==> config.mk <==
export PLATFORM = sky130hd
export DESIGN_NAME = alu_share_arb_flat
export DESIGN_NICKNAME = d
export VERILOG_FILES = /design/src/rtl/alu_share_arb_pkg.sv /design/src/rtl/alu_share_arb_if.sv /design/src/rtl/alu_share_arb_alu.sv /design/src/rtl/alu_share_arb.sv /design/src/flat_wrapper.sv
export SDC_FILE = /design/constraint.sdc
export NUM_CORES = 1
export LEC_CHECK = 0
export CAP_MARGIN = 20
export CORE_MARGIN = 3
export CORE_UTILIZATION = 38
export CTS_BUF_LIST = sky130_fd_sc_hd__clkbuf_16
export CTS_CLUSTER_DIAMETER = 150
export DETAILED_ROUTE_END_ITERATION = 10
export GPL_TIMING_DRIVEN = 0
export PLACE_DENSITY = 0.66
export SYNTH_ARGS = -nofsm -noshare
export SYNTH_HDL_FRONTEND = slang
export SYNTH_HIERARCHICAL = 1
export SYNTH_SLANG_ARGS = --single-unit
==> constraint.sdc <==
create_clock -name clk -period 6.26 [get_ports clk]
set_clock_uncertainty 0.15 [all_clocks]
set_input_delay 1.252 -clock clk [delete_from_list [all_inputs] [get_ports clk]]
set_output_delay 1.252 -clock clk [all_outputs]
set_load 0.005 [all_outputs]
==> src/rtl/alu_share_arb_pkg.sv <==
// Shared ALU definitions: opcode map, arbiter FSM states, and the opcode
// legality check that decode can reuse.
package alu_share_arb_pkg;

  localparam int ALU_OP_W = 4;

  typedef enum logic [1:0] {
    ARB_IDLE = 2'd0,
    ARB_EXEC = 2'd1,
    ARB_RESP = 2'd2
  } arb_state_e;

  // Arithmetic space occupies 0..9, compare space 10..15, so an opcode is
  // legal in at most one space and a swapped is_cond is always caught.
  localparam logic [ALU_OP_W-1:0] ALU_OP_ADD  = 4'd0;
  localparam logic [ALU_OP_W-1:0] ALU_OP_SUB  = 4'd1;
  localparam logic [ALU_OP_W-1:0] ALU_OP_SLL  = 4'd2;
  localparam logic [ALU_OP_W-1:0] ALU_OP_SLT  = 4'd3;
  localparam logic [ALU_OP_W-1:0] ALU_OP_SLTU = 4'd4;
  localparam logic [ALU_OP_W-1:0] ALU_OP_XOR  = 4'd5;
  localparam logic [ALU_OP_W-1:0] ALU_OP_SRL  = 4'd6;
  localparam logic [ALU_OP_W-1:0] ALU_OP_SRA  = 4'd7;
  localparam logic [ALU_OP_W-1:0] ALU_OP_OR   = 4'd8;
  localparam logic [ALU_OP_W-1:0] ALU_OP_AND  = 4'd9;
  localparam logic [ALU_OP_W-1:0] ALU_OP_EQ   = 4'd10;
  localparam logic [ALU_OP_W-1:0] ALU_OP_NE   = 4'd11;
  localparam logic [ALU_OP_W-1:0] ALU_OP_LT   = 4'd12;
  localparam logic [ALU_OP_W-1:0] ALU_OP_GE   = 4'd13;
  localparam logic [ALU_OP_W-1:0] ALU_OP_LTU  = 4'd14;
  localparam logic [ALU_OP_W-1:0] ALU_OP_GEU  = 4'd15;

  // Poison values the ALU returns for an opcode outside its space.
  localparam logic [31:0] ALU_BAD_COND  = 32'hbaddcafe;
  localparam logic [31:0] ALU_BAD_ARITH = 32'hdeadbeef;

  function automatic logic alu_op_legal(input logic [ALU_OP_W-1:0] op,
                                        input logic                is_cond);
    logic ok;
    if (is_cond) ok = (op >= ALU_OP_EQ);
    else         ok = (op <= ALU_OP_AND);
    return ok;
  endfunction

endpackage

==> src/rtl/alu_share_arb_if.sv <==
// Two-port request/response bundle between the issue side (master) and the
// shared-ALU arbiter (slave).
interface alu_share_arb_if #(
  parameter int XLEN = 32,
  parameter int OP_W = 4
);
  logic            req0_valid, req0_ready, req0_is_cond;
  logic [XLEN-1:0] req0_a, req0_b;
  logic [OP_W-1:0] req0_op;
  logic            req1_valid, req1_ready, req1_is_cond;
  logic [XLEN-1:0] req1_a, req1_b;
  logic [OP_W-1:0] req1_op;
  logic            rsp0_valid, rsp0_ready, rsp0_err;
  logic [XLEN-1:0] rsp0_result;
  logic            rsp1_valid, rsp1_ready, rsp1_err;
  logic [XLEN-1:0] rsp1_result;

  modport master (
    output req0_valid, req0_a, req0_b, req0_op, req0_is_cond, rsp0_ready,
    output req1_valid, req1_a, req1_b, req1_op, req1_is_cond, rsp1_ready,
    input  req0_ready, rsp0_valid, rsp0_result, rsp0_err,
    input  req1_ready, rsp1_valid, rsp1_result, rsp1_err
  );

  modport slave (
    input  req0_valid, req0_a, req0_b, req0_op, req0_is_cond, rsp0_ready,
    input  req1_valid, req1_a, req1_b, req1_op, req1_is_cond, rsp1_ready,
    output req0_ready, rsp0_valid, rsp0_result, rsp0_err,
    output req1_ready, rsp1_valid, rsp1_result, rsp1_err
  );
endinterface

==> src/rtl/alu_share_arb_alu.sv <==
// Core integer ALU: arithmetic ops, or branch compares returning a 0/1 flag.
module alu_share_arb_alu
  import alu_share_arb_pkg::*;
#(
  parameter int XLEN = 32,
  parameter int OP_W = ALU_OP_W
) (
  input  logic [XLEN-1:0] a_i,
  input  logic [XLEN-1:0] b_i,
  input  logic [OP_W-1:0] op_i,
  input  logic            is_cond_i,
  output logic [XLEN-1:0] result_o
);
  localparam int SHW = $clog2(XLEN);

  logic [SHW-1:0] sh;
  logic           eq, lt_s, lt_u;

  assign sh   = b_i[SHW-1:0];
  assign eq   = (a_i == b_i);
  assign lt_s = ($signed(a_i) < $signed(b_i));
  assign lt_u = (a_i < b_i);

  // Opcode decode; anything outside the selected space yields poison
  always_comb begin
    result_o = '0;
    if (is_cond_i) begin
      case (op_i)
        ALU_OP_EQ:  result_o[0] = eq;
        ALU_OP_NE:  result_o[0] = ~eq;
        ALU_OP_LT:  result_o[0] = lt_s;
        ALU_OP_GE:  result_o[0] = ~lt_s;
        ALU_OP_LTU: result_o[0] = lt_u;
        ALU_OP_GEU: result_o[0] = ~lt_u;
        default:    result_o    = XLEN'(ALU_BAD_COND);
      endcase
    end else begin
      case (op_i)
        ALU_OP_ADD:  result_o    = a_i + b_i;
        ALU_OP_SUB:  result_o    = a_i - b_i;
        ALU_OP_SLL:  result_o    = a_i << sh;
        ALU_OP_SLT:  result_o[0] = lt_s;
        ALU_OP_SLTU: result_o[0] = lt_u;
        ALU_OP_XOR:  result_o    = a_i ^ b_i;
        ALU_OP_SRL:  result_o    = a_i >> sh;
        ALU_OP_SRA:  result_o    = $unsigned($signed(a_i) >>> sh);
        ALU_OP_OR:   result_o    = a_i | b_i;
        ALU_OP_AND:  result_o    = a_i & b_i;
        default:     result_o    = XLEN'(ALU_BAD_ARITH);
      endcase
    end
  end
endmodule

==> src/rtl/alu_share_arb.sv <==
// Round-robin share of one ALU between execute (port 0) and branch unit
// (port 1). Each op walks IDLE -> EXEC -> RESP; the ALU only ever sees the
// operands latched at the request handshake.
module alu_share_arb
  import alu_share_arb_pkg::*;
#(
  parameter int XLEN = 32,
  parameter int OP_W = ALU_OP_W
) (
  input  logic            clk,
  input  logic            rst_n,
  input  logic            flush,
  alu_share_arb_if.slave  bus
);
  logic [1:0]                 req_valid, req_ready, req_is_cond;
  logic [1:0]                 rsp_valid, rsp_ready;
  logic [1:0][XLEN-1:0]       req_a, req_b;
  logic [1:0][OP_W-1:0]       req_op;

  arb_state_e                 state_q, state_d;
  logic                       last_grant_q, last_grant_d;
  logic                       owner_q, grant, take;
  logic [XLEN-1:0]            a_q, b_q, result_q, alu_result;
  logic [OP_W-1:0]            op_q;
  logic                       is_cond_q, err_q;

  assign req_valid   = {bus.req1_valid,   bus.req0_valid};
  assign req_is_cond = {bus.req1_is_cond, bus.req0_is_cond};
  assign req_a       = {bus.req1_a,       bus.req0_a};
  assign req_b       = {bus.req1_b,       bus.req0_b};
  assign req_op      = {bus.req1_op,      bus.req0_op};
  assign rsp_ready   = {bus.rsp1_ready,   bus.rsp0_ready};

  // Round-robin pick: a lone requester wins, a tie goes to the port not served last
  always_comb begin
    case (req_valid)
      2'b10:   grant = 1'b1;
      2'b11:   grant = ~last_grant_q;
      default: grant = 1'b0;
    endcase
  end

  // Flush blocks acceptance so nothing slips in during an abort cycle
  assign take = (state_q == ARB_IDLE) && !flush && (req_valid != 2'b00);

  // Next-state, grant bookkeeping and request ready
  always_comb begin
    state_d      = state_q;
    last_grant_d = last_grant_q;
    req_ready    = '0;
    case (state_q)
      ARB_IDLE: begin
        if (take) begin
          req_ready[grant] = 1'b1;
          state_d          = ARB_EXEC;
        end
      end
      ARB_EXEC: state_d = ARB_RESP;
      ARB_RESP: begin
        if (rsp_ready[owner_q]) begin
          state_d      = ARB_IDLE;
          last_grant_d = owner_q;
        end
      end
      default: state_d = ARB_IDLE;
    endcase
    // Abort wins over everything, including a same-cycle response handshake
    if (flush) begin
      state_d      = ARB_IDLE;
      last_grant_d = last_grant_q;
    end
  end

  // FSM state and fairness pointer
  always_ff @(posedge clk or negedge rst_n) begin
    if (!rst_n) begin
      state_q      <= ARB_IDLE;
      last_grant_q <= 1'b1;
    end else begin
      state_q      <= state_d;
      last_grant_q <= last_grant_d;
    end
  end

  // Operand latch on request handshake
  always_ff @(posedge clk or negedge rst_n) begin
    if (!rst_n) begin
      a_q       <= '0;
      b_q       <= '0;
      op_q      <= '0;
      is_cond_q <= 1'b0;
      owner_q   <= 1'b0;
    end else if (take) begin
      a_q       <= req_a[grant];
      b_q       <= req_b[grant];
      op_q      <= req_op[grant];
      is_cond_q <= req_is_cond[grant];
      owner_q   <= grant;
    end
  end

  alu_share_arb_alu #(.XLEN(XLEN), .OP_W(OP_W)) u_alu (
    .a_i       (a_q),
    .b_i       (b_q),
    .op_i      (op_q),
    .is_cond_i (is_cond_q),
    .result_o  (alu_result)
  );

  // Result/err capture in EXEC; held steady through RESP backpressure
  always_ff @(posedge clk or negedge rst_n) begin
    if (!rst_n) begin
      result_q <= '0;
      err_q    <= 1'b0;
    end else if (state_q == ARB_EXEC && !flush) begin
      result_q <= alu_result;
      err_q    <= ~alu_op_legal(op_q, is_cond_q);
    end
  end

  assign rsp_valid[0]    = (state_q == ARB_RESP) && !owner_q;
  assign rsp_valid[1]    = (state_q == ARB_RESP) &&  owner_q;

  assign bus.req0_ready  = req_ready[0];
  assign bus.req1_ready  = req_ready[1];
  assign bus.rsp0_valid  = rsp_valid[0];
  assign bus.rsp1_valid  = rsp_valid[1];
  assign bus.rsp0_result = rsp_valid[0] ? result_q : '0;
  assign bus.rsp1_result = rsp_valid[1] ? result_q : '0;
  assign bus.rsp0_err    = rsp_valid[0] & err_q;
  assign bus.rsp1_err    = rsp_valid[1] & err_q;
endmodule
==> src/flat_wrapper.sv <==
// flat-port wrapper written by rule: the top's interface ports become plain ports
module alu_share_arb_flat import alu_share_arb_pkg::*;
#(
  parameter int XLEN = 32,
  parameter int OP_W = ALU_OP_W
)
  (clk, rst_n, flush, bus_req0_valid, bus_req0_a, bus_req0_b, bus_req0_op, bus_req0_is_cond, bus_rsp0_ready, bus_req1_valid, bus_req1_a, bus_req1_b, bus_req1_op, bus_req1_is_cond, bus_rsp1_ready, bus_req0_ready, bus_rsp0_valid, bus_rsp0_result, bus_rsp0_err, bus_req1_ready, bus_rsp1_valid, bus_rsp1_result, bus_rsp1_err);
  alu_share_arb_if #(.XLEN(XLEN), .OP_W(OP_W)) bus_i ();
  input  logic clk;
  input  logic rst_n;
  input  logic flush;
  input wire logic [$bits(bus_i.req0_valid)-1:0] bus_req0_valid;
  input wire logic [$bits(bus_i.req0_a)-1:0] bus_req0_a;
  input wire logic [$bits(bus_i.req0_b)-1:0] bus_req0_b;
  input wire logic [$bits(bus_i.req0_op)-1:0] bus_req0_op;
  input wire logic [$bits(bus_i.req0_is_cond)-1:0] bus_req0_is_cond;
  input wire logic [$bits(bus_i.rsp0_ready)-1:0] bus_rsp0_ready;
  input wire logic [$bits(bus_i.req1_valid)-1:0] bus_req1_valid;
  input wire logic [$bits(bus_i.req1_a)-1:0] bus_req1_a;
  input wire logic [$bits(bus_i.req1_b)-1:0] bus_req1_b;
  input wire logic [$bits(bus_i.req1_op)-1:0] bus_req1_op;
  input wire logic [$bits(bus_i.req1_is_cond)-1:0] bus_req1_is_cond;
  input wire logic [$bits(bus_i.rsp1_ready)-1:0] bus_rsp1_ready;
  output wire logic [$bits(bus_i.req0_ready)-1:0] bus_req0_ready;
  output wire logic [$bits(bus_i.rsp0_valid)-1:0] bus_rsp0_valid;
  output wire logic [$bits(bus_i.rsp0_result)-1:0] bus_rsp0_result;
  output wire logic [$bits(bus_i.rsp0_err)-1:0] bus_rsp0_err;
  output wire logic [$bits(bus_i.req1_ready)-1:0] bus_req1_ready;
  output wire logic [$bits(bus_i.rsp1_valid)-1:0] bus_rsp1_valid;
  output wire logic [$bits(bus_i.rsp1_result)-1:0] bus_rsp1_result;
  output wire logic [$bits(bus_i.rsp1_err)-1:0] bus_rsp1_err;
  assign bus_i.req0_valid = bus_req0_valid;
  assign bus_i.req0_a = bus_req0_a;
  assign bus_i.req0_b = bus_req0_b;
  assign bus_i.req0_op = bus_req0_op;
  assign bus_i.req0_is_cond = bus_req0_is_cond;
  assign bus_i.rsp0_ready = bus_rsp0_ready;
  assign bus_i.req1_valid = bus_req1_valid;
  assign bus_i.req1_a = bus_req1_a;
  assign bus_i.req1_b = bus_req1_b;
  assign bus_i.req1_op = bus_req1_op;
  assign bus_i.req1_is_cond = bus_req1_is_cond;
  assign bus_i.rsp1_ready = bus_rsp1_ready;
  assign bus_req0_ready = bus_i.req0_ready;
  assign bus_rsp0_valid = bus_i.rsp0_valid;
  assign bus_rsp0_result = bus_i.rsp0_result;
  assign bus_rsp0_err = bus_i.rsp0_err;
  assign bus_req1_ready = bus_i.req1_ready;
  assign bus_rsp1_valid = bus_i.rsp1_valid;
  assign bus_rsp1_result = bus_i.rsp1_result;
  assign bus_rsp1_err = bus_i.rsp1_err;
  alu_share_arb #(.XLEN(XLEN), .OP_W(OP_W)) u_core (.clk(clk), .rst_n(rst_n), .flush(flush), .bus(bus_i));
endmodule
==> impl_summary.txt, run 1 <==
----------------------------------------------------
[Logic synthesis]
  Combinational family with the most area after synthesis ... compound AO/OA/AOI/OAI gates
  Area leader, netlist ... sky130_fd_sc_hd__dfrtp_1
  Top area cells in the synthesized netlist ... sky130_fd_sc_hd__dfrtp_1 (19%), sky130_fd_sc_hd__ha_1 (8.7%), sky130_fd_sc_hd__a221o_1 (5.4%)
  List of most frequent post-synthesis cells ... sky130_fd_sc_hd__nand2_1 (176), sky130_fd_sc_hd__nor2_1 (169), sky130_fd_sc_hd__a21oi_1 (139), sky130_fd_sc_hd__nor3_1 (110), sky130_fd_sc_hd__dfrtp_1 (105)
  Share of the synthesized area in the top cell type ... 0.1883
  Post-Synthesis Cells ... 1803
  Sequential element share of the synthesized area ... 0.1901
  Async S/R FF share, synth ... 1.000
  Simple-gate share of the synthesized area ... 0.2171
  Dominant register cell in the synthesized netlist ... sky130_fd_sc_hd__dfrtp_1
  Count of flip-flops with a built-in enable after synthesis ... 0
  Register bit total from synthesis ... 106
  Yosys warnings ... 6
  Synthesized Nets ... 2047
  Cell area after synthesis ... 13960 um2
  Post-synthesis compound-gate area fraction ... 0.2893
  Most instantiated library cell after synthesis ... sky130_fd_sc_hd__nand2_1
  Count of cell types in the netlist ... 96
  Synth Area in Adders ... 0.08983
  Xor/xnor share of the synthesized area ... 0.01255
  Portion of netlist area occupied by mux cells ... 0.1216
  Avg Synthesized Cell Area ... 7.741 um2

[GRT]
  First-pass GRT wire length ... 98.93 mm
  GR Util All Layers ... 0.3407
  Number of global-route vias before repair ... 15129
  Total global routing overflow ... 0
  Maximum number of pins on one net before global-route repair ... 63
  Initial antenna violation count ... 1

[Setup path]
  Worst reg2reg path depth ... 16
  Worst Path Max Fanout ... 11
  Critical register-to-register path startpoint ... u_core/b_q[3]$_DFFE_PN0P_
  Arr. time, crit path ... 6.02 ns
  Critical register-to-register path endpoint ... u_core/result_q[26]$_DFFE_PN0P_
  Data required time of the worst path ... 6.38 ns
  CP endpoint kind ... flip-flop
  Worst reg2reg setup slack ... 0.36 ns
  Critical path class ... flip-flop to flip-flop
  Type of element launching the critical path ... flip-flop

[Layout]
  Proportion of layout cells with a drive suffix above 1 ... 0.08014
  Fill cell count ... 3670
  Final non-filler cell total ... 2497
  Synthesis-to-layout area growth ... 21.61%
  Nets ... 2273

[Routing]
  Average wire per cell in the routed design ... 27.45 um
  Final wirelength ... 68.54 mm
  Via count ... 16085
  Detailed-route DRC error count ... 0
  First-pass iteration count of the detailed router ... 6
  Mean number of vias per cell ... 6.442
  ANT nets after route ... 0
  Drt initial violations ... 2053

[Floorplan]
  Number of placement rows ... 69
  # IOs ... 215
  Die area ... 39070 um2
  Die width ... 197.7 um
  Core Region ... 35910 um2
  Initial Utilization ... 0.3886
  Floorplan die height ... 197.7 um

[STA]
  Setup repair after global routing missed its margin ... no
  Minimum clock period after layout ... 5.901 ns
  Slew at the pin closest to its max-slew limit ... 1.065 ns
  Max Fclk ... 0.1695 GHz
  Final count of hold timing violations ... 0
  Worst Hold Slack ... 0.3431 ns
  Final count of pins violating max slew ... 0
  Final period util ... 0.9426
  Tightest slew margin relative to the limit ... 0.2862
  Final number of setup-violating endpoints ... 0

[Min path]
  Min-Delay Path Depth ... 1
  Worst min-delay path startpoint ... u_core/result_q[4]$_DFFE_PN0P_
  Hold Path Sink ... u_core/result_q[4]$_DFFE_PN0P_
  Path category of the worst min-delay check ... flip-flop to flip-flop

[Placement]
  Gp weighted congestion ... 1.080
  Number of placed instances, taps included ... 2479
  HPWL reported at the end of detailed placement ... 55.00 mm
  PortBufs ... 213

[Pwr]
  Relative contribution of the clock network to total power ... 0.083
  Pwr per Cell Area ... 383.0 nW/um2
  Combinational share of power ... 0.720
  Switching Share ... 0.5606
  Worst voltage drop across the vdd grid ... 185.8 uV
  Static Leakage ... 0.006836 uW
  Switching power total ... 3645 uW
  Sequential fraction of design power ... 0.197
  Internal cell power ... 2857 uW

[Clocking]
  Post-cts resize count ... 0
  Clock net sink count ... 106
  Root Driver ... sky130_fd_sc_hd__clkbuf_16
  Post-CTS Setup Repair Bufs ... 0
  Clk_lat worst skew ... 0.39 ns
  CTS H-tree depth ... 3
  Number of clock buffers inserted by TritonCTS ... 9
  Count of hold-fix buffers inserted at cts ... 0
  CTS tree ... yes
  Clock-pin transition on the worst setup and hold timing paths ... 0.07 ns
  Clock Path Buffers ... 2

[Run]
  Max cap viols ... 0

[Status]
  Outcome ... completed

----------------------------------------------------
cells by family (layout without fill, tap and decap cells):
group           after synthesis  count (layout)
other cells                   0               2
flops                       106             106
xor+xnor                     20              20
buf+inv                     253             484
fa+ha+maj                    99              99
mux                         118             118
compound gates              568             568
simple gates                639             639
power groups by stage:
| stage | sequential (uW) | combinational [uW] | clock, uW |
|---|---|---|---|
| floorplan | 1080 | 3000 | 0 |
| global placement | 1270 | 4460 | 0 |
| detailed placement | 1280 | 4460 | 0 |
| CTS | 1270 | 4490 | 554 |
| global route | 1310 | 4930 | 581 |
| finish | 1280 | 4680 | 537 |
layout by cell type (no fill, tap or decap), types with 20 or more instances in the layout:
cell and instances:
sky130_fd_sc_hd__nor3_1 109, sky130_fd_sc_hd__nand3_1 27, sky130_fd_sc_hd__buf_2 25, sky130_fd_sc_hd__o211ai_1 22
sky130_fd_sc_hd__clkbuf_1 85, sky130_fd_sc_hd__dfrtp_1 105, sky130_fd_sc_hd__a31oi_1 22, sky130_fd_sc_hd__nand2_1 176
sky130_fd_sc_hd__nor2_1 169, sky130_fd_sc_hd__o21ai_0 100, sky130_fd_sc_hd__a221oi_1 24, sky130_fd_sc_hd__mux2_1 20
sky130_fd_sc_hd__ha_1 97, sky130_fd_sc_hd__a21oi_1 139, sky130_fd_sc_hd__a211oi_1 23, sky130_fd_sc_hd__mux2_2 23
sky130_fd_sc_hd__a221o_1 75, sky130_fd_sc_hd__mux4_2 33, sky130_fd_sc_hd__clkdlybuf4s50_1 212, sky130_fd_sc_hd__mux2i_1 39
sky130_fd_sc_hd__inv_1 97, sky130_fd_sc_hd__buf_1 20, sky130_fd_sc_hd__and2_1 74
critical path: stages (launching register included):
cell	delay, ns
sky130_fd_sc_hd__dfrtp_1	0.41
sky130_fd_sc_hd__clkbuf_1	0.26
sky130_fd_sc_hd__inv_2	0.30
sky130_fd_sc_hd__clkbuf_1	0.49
sky130_fd_sc_hd__clkbuf_1	0.58
sky130_fd_sc_hd__ha_1	0.34
sky130_fd_sc_hd__inv_1	0.16
sky130_fd_sc_hd__a21oi_1	0.47
sky130_fd_sc_hd__o2111ai_1	0.25
sky130_fd_sc_hd__a41oi_1	0.39
sky130_fd_sc_hd__nor2b_1	0.15
sky130_fd_sc_hd__nor3_2	0.47
sky130_fd_sc_hd__o41ai_1	0.15
sky130_fd_sc_hd__xnor2_1	0.16
sky130_fd_sc_hd__a221oi_1	0.49
sky130_fd_sc_hd__a21oi_1	0.22
sky130_fd_sc_hd__mux2_2	0.32
sequential cells by signal, summed over array words and instances (netlist names):
signal / flops
u_core/result_q: 32
u_core/op_q: 4
u_core/owner_q: 1
u_core/b_q: 32
u_core/last_grant_q: 1
u_core/is_cond_q: 1
u_core/state_q: 2
u_core/a_q: 32
u_core/err_q: 1
layout make-up:
type / count / area, um2 / area share
Clock inverter: 7 / 36.28 / 0.002138
Multi-Input combinational cell: 1444 / 10200 / 0.6011
Clock buffer: 9 / 225.2 / 0.01327
Buffer: 151 / 726.9 / 0.04283
Antenna cell: 2 / 5.005 / 0.0002949
Tap cell: 461 / 576.8 / 0.03398
Timing Repair Buffer: 215 / 2165 / 0.1275
Inverter: 102 / 382.9 / 0.02256
Sequential cell: 106 / 2654 / 0.1563
through the flow:
stage               instance area (um2)  TNS, ns  power, uW  setup WS, ns    util
floorplan                         13960        0       4084         1.900       -
global placement                  16670   -23.94       5727       -0.2494  0.4640
detailed placement                16710        0       5743        0.7325  0.4652
CTS                               16970        0       6309        0.6960  0.4725
global route                      16970        0       6825        0.2652  0.4725
finish                            16970        0       6502        0.3590  0.4726
routing by layer:
layer / vias up / routed length (um) / track usage
met3: 207 / 6568 / 0.06447
met5: - / 13 / 0
li1: 7120 / - / -
met2: 1014 / 29640 / 0.5214
met4: 2 / 4146 / 0.1837
met1: 7742 / 28180 / 0.4559
worst max path at each step:
stage,cells past startpoint,startpoint,slack (ns),endpoint
2_1_floorplan,17,u_core/b_q[2]$_DFFE_PN0P_,1.90,u_core/result_q[25]$_DFFE_PN0P_
3_3_place_gp,1,rst_n,-0.25,u_core/result_q[8]$_DFFE_PN0P_
3_5_place_dp,17,u_core/b_q[2]$_DFFE_PN0P_,0.73,u_core/result_q[26]$_DFFE_PN0P_
4_1_cts,17,u_core/b_q[2]$_DFFE_PN0P_,0.70,u_core/result_q[26]$_DFFE_PN0P_
5_1_grt,17,u_core/b_q[2]$_DFFE_PN0P_,0.27,u_core/result_q[26]$_DFFE_PN0P_
6_report,16,u_core/b_q[3]$_DFFE_PN0P_,0.36,u_core/result_q[26]$_DFFE_PN0P_
(Power assumes the default switching activity.)
==> inputs of run 2 (changes only) <==
- clock period: 6.26 -> 5.6 ns (I/O delays scaled with it)
==> impl_summary.txt, run 2 (synthesis gave the netlist of run 1 again) <==
----------------------------------------------------
[Clocking]
  Clock-pin transition on the worst setup and hold timing paths ... 0.07 ns (about the same)
  CTS tree ... yes
  Root Driver ... sky130_fd_sc_hd__clkbuf_16
  Clock net sink count ... 106 (unchanged)
  Count of hold-fix buffers inserted at cts ... 0 (unchanged)
  Post-CTS Setup Repair Bufs ... 0 (unchanged)
  Clk_lat worst skew ... 0.39 ns (about the same)
  Number of clock buffers inserted by TritonCTS ... 9 (unchanged)
  Clock Path Buffers ... 2 (unchanged)
  CTS H-tree depth ... 3 (unchanged)

[STA]
  Final period util ... 0.9656 (+0.02297)
  Tightest slew margin relative to the limit ... 0.2886 (+0.002326)
  Final number of setup-violating endpoints ... 0 (unchanged)
  Max Fclk ... 0.1849 GHz (+9.1%)
  Setup repair after global routing missed its margin ... no
  Final count of pins violating max slew ... 0 (unchanged)
  Minimum clock period after layout ... 5.407 ns (-0.4935 ns)
  Slew at the pin closest to its max-slew limit ... 1.061 ns (-0.003469 ns)
  Final count of hold timing violations ... 0 (unchanged)
  Final setup slack of the worst path ... 0.1925 ns (-0.1665 ns)

[Layout]
  Synthesis-to-layout area growth ... 21.61% (unchanged)
  Most used cells in the layout excluding fill and tap cells ... sky130_fd_sc_hd__clkdlybuf4s50_1 (212), sky130_fd_sc_hd__nand2_1 (176), sky130_fd_sc_hd__nor2_1 (169)
  Biggest registers after layout ... u_core/a_q (32), u_core/b_q (32), u_core/result_q (32)
  Nets ... 2271 (-0.088%)
  Cell area after layout ... 16970 um2 (unchanged)
  Fill cell count ... 3677 (+0.19%)
  Post-layout util ... 0.4726 (unchanged)
  Proportion of layout cells with a drive suffix above 1 ... 0.08317 (+0.003032)
  Most common library cell in the layout ignoring fill and taps ... sky130_fd_sc_hd__clkdlybuf4s50_1

[Min path]
  Worst min-delay path startpoint ... u_core/result_q[4]$_DFFE_PN0P_
  Min-Delay Path Depth ... 1 (unchanged)
  Path category of the worst min-delay check ... flip-flop to flip-flop
  Hold Path Sink ... u_core/result_q[4]$_DFFE_PN0P_

[Routing]
  Detailed-route DRC error count ... 0 (unchanged)
  Via count ... 16111 (+0.16%)
  Uppermost routed layer ... met5
  Final wirelength ... 68.45 mm (-0.14%)
  Wire length on met1 ... 28.04 mm (-0.50%)
  Detailed route wirelength on metal3 ... 6.681 mm (+1.7%)
  Mean number of vias per cell ... 6.457 (+0.24%)
  Average wire per cell in the routed design ... 27.43 um (about the same)
  Met2 wirelength from detailed routing ... 29.26 mm (-1.3%)
  First-pass iteration count of the detailed router ... 6 (unchanged)
  ANT nets after route ... 0 (unchanged)
  Drt initial violations ... 1989 (-3.1%)

[Floorplan]
  Number of placement rows ... 69 (unchanged)
  Die width ... 197.7 um (unchanged)
  Die area ... 39070 um2 (unchanged)
  Core Region ... 35910 um2 (unchanged)
  # IOs ... 215 (unchanged)
  Floorplan die height ... 197.7 um (unchanged)
  Initial Utilization ... 0.3886 (unchanged)

[Placement]
  PortBufs ... 213 (unchanged)
  Cell Area, Placed ... 16710 um2 (unchanged)
  Gp weighted congestion ... 1.080 (unchanged)
  Worst setup slack before clock tree synthesis ... 0.07253 ns (-0.6600 ns)
  HPWL reported at the end of detailed placement ... 55.00 mm (unchanged)

[Setup path]
  Type of element launching the critical path ... flip-flop
  Peak per-stage delay on the critical path ... 0.53 ns (-0.05 ns)
  Critical register-to-register path startpoint ... u_core/b_q[4]$_DFFE_PN0P_
  Arr. time, crit path ... 5.53 ns (-0.49 ns)
  Cell at the slowest stage of the critical path ... sky130_fd_sc_hd__o41ai_2
  Worst path cell trace ... clkbuf_2, inv_1, clkbuf_1, clkbuf_2, ha_1, buf_2, nor3_1, o21ai_0, a211oi_1, nor3_2, nand4_1, nand2_1, o41ai_2, a211oi_1, o21ai_0, a31oi_1, mux2_1
  Critical path class ... flip-flop to flip-flop
  Critical register-to-register path endpoint ... u_core/result_q[31]$_DFFE_PN0P_
  Worst reg2reg path depth ... 17 (+1)
  Worst reg2reg setup slack ... 0.19 ns (-0.17 ns)
  Worst Path Max Fanout ... 11 (unchanged)
  Data required time of the worst path ... 5.72 ns (-0.66 ns)
  CP endpoint kind ... flip-flop

[Status]
  Outcome ... completed

[Pwr]
  Static Leakage ... 0.006852 uW (+0.23%)
  Pwr per Cell Area ... 428.1 nW/um2 (+12%)
  Worst voltage drop across the vdd grid ... 206.3 uV (+11%)

[GRT]
  First-pass GRT wire length ... 98.93 mm (unchanged)
  Initial antenna violation count ... 1 (unchanged)
  Maximum number of pins on one net before global-route repair ... 63 (unchanged)
  GR Util All Layers ... 0.3407 (unchanged)
  Number of global-route vias before repair ... 15129 (unchanged)
  Total global routing overflow ... 0 (unchanged)

[Run]
  Max cap viols ... 0 (unchanged)

----------------------------------------------------
## run 2: cell types whose count changed in the layout (fill, tap and decap cells not counted)
cell	before	now
sky130_fd_sc_hd__buf_1	20	19
sky130_fd_sc_hd__a21boi_0	3	2
sky130_fd_sc_hd__clkbuf_1	85	78
sky130_fd_sc_hd__a21boi_1	0	1
sky130_fd_sc_hd__clkbuf_2	0	6
## run 2: metrics by stage
stage	instances	power (uW)	TNS (ns)	hold slack, ns
2_1_floorplan	1803	4565	0	0.3137
6_report	2495	7266	0	0.3432
5_1_grt	2493	7631	0	0.3624
3_5_place_dp	2479	6420	0	0.3350
3_3_place_gp	2477	6402	-79.45	0.3264
4_1_cts	2495	7053	0	0.3501
## run 2: worst max-delay path, delay by kind of cell (launching register included)
kind	cells	cell delay, ns
AND/OR/NAND/NOR	4	0.79
flip-flops	1	0.41
AO/OA/AOI/OAI	6	1.74
adder cells (fa/ha/maj)	1	0.33
buffers and inverters	5	1.49
multiplexers	1	0.35
## run 2: layout make-up
| type | instances | area [um2] | area share |
|---|---|---|---|
| Antenna cell | 2 | 5.005 | 0.0002949 |
| Buffer | 149 | 726.9 | 0.04283 |
| Clock buffer | 9 | 225.2 | 0.01327 |
| Clock inverter | 7 | 36.28 | 0.002138 |
| Inverter | 102 | 382.9 | 0.02256 |
| Multi-Input combinational cell | 1444 | 10200 | 0.6011 |
| Sequential cell | 106 | 2654 | 0.1563 |
| Tap cell | 461 | 576.8 | 0.03398 |
| Timing Repair Buffer | 215 | 2165 | 0.1275 |
## run 2: worst max path at each step
stage                                                 end  cells past startpoint                      start
after floorplan           u_core/result_q[25]$_DFFE_PN0P_                     17  u_core/b_q[2]$_DFFE_PN0P_
after global placement     u_core/result_q[8]$_DFFE_PN0P_                      1                      rst_n
after detailed placement  u_core/result_q[26]$_DFFE_PN0P_                     17  u_core/b_q[2]$_DFFE_PN0P_
after CTS                 u_core/result_q[26]$_DFFE_PN0P_                     17  u_core/b_q[2]$_DFFE_PN0P_
after global routing      u_core/result_q[31]$_DFFE_PN0P_                     16  u_core/b_q[1]$_DFFE_PN0P_
final                     u_core/result_q[31]$_DFFE_PN0P_                     17  u_core/b_q[4]$_DFFE_PN0P_
## run 2: power breakdown
group          internal [uW]  switching [uW]
clock network            296             305
logic                   1900            3340
registers               1000             431
total                   3190            4070
## run 2: what timing repair did
action,4_1_cts,5_1_grt
endpoints found under the hold margin,0,0
endpoints found under the setup margin,0,13
gates resized for setup,0,13
## run 2: per-layer routing
metal | GRT usage | vias to the layer above
li1 | - | 7111
met1 | 0.4559 | 7733
met2 | 0.5214 | 1041
met3 | 0.06447 | 224
met4 | 0.1837 | 2
met5 | 0 | -
==> inputs of run 3 (changes only) <==
- ABC_CLOCK_PERIOD_IN_PS: default -> 5600
==> results of run 3 <==
Same layout as run 2: the final DEF is identical, and so are final timing and power.
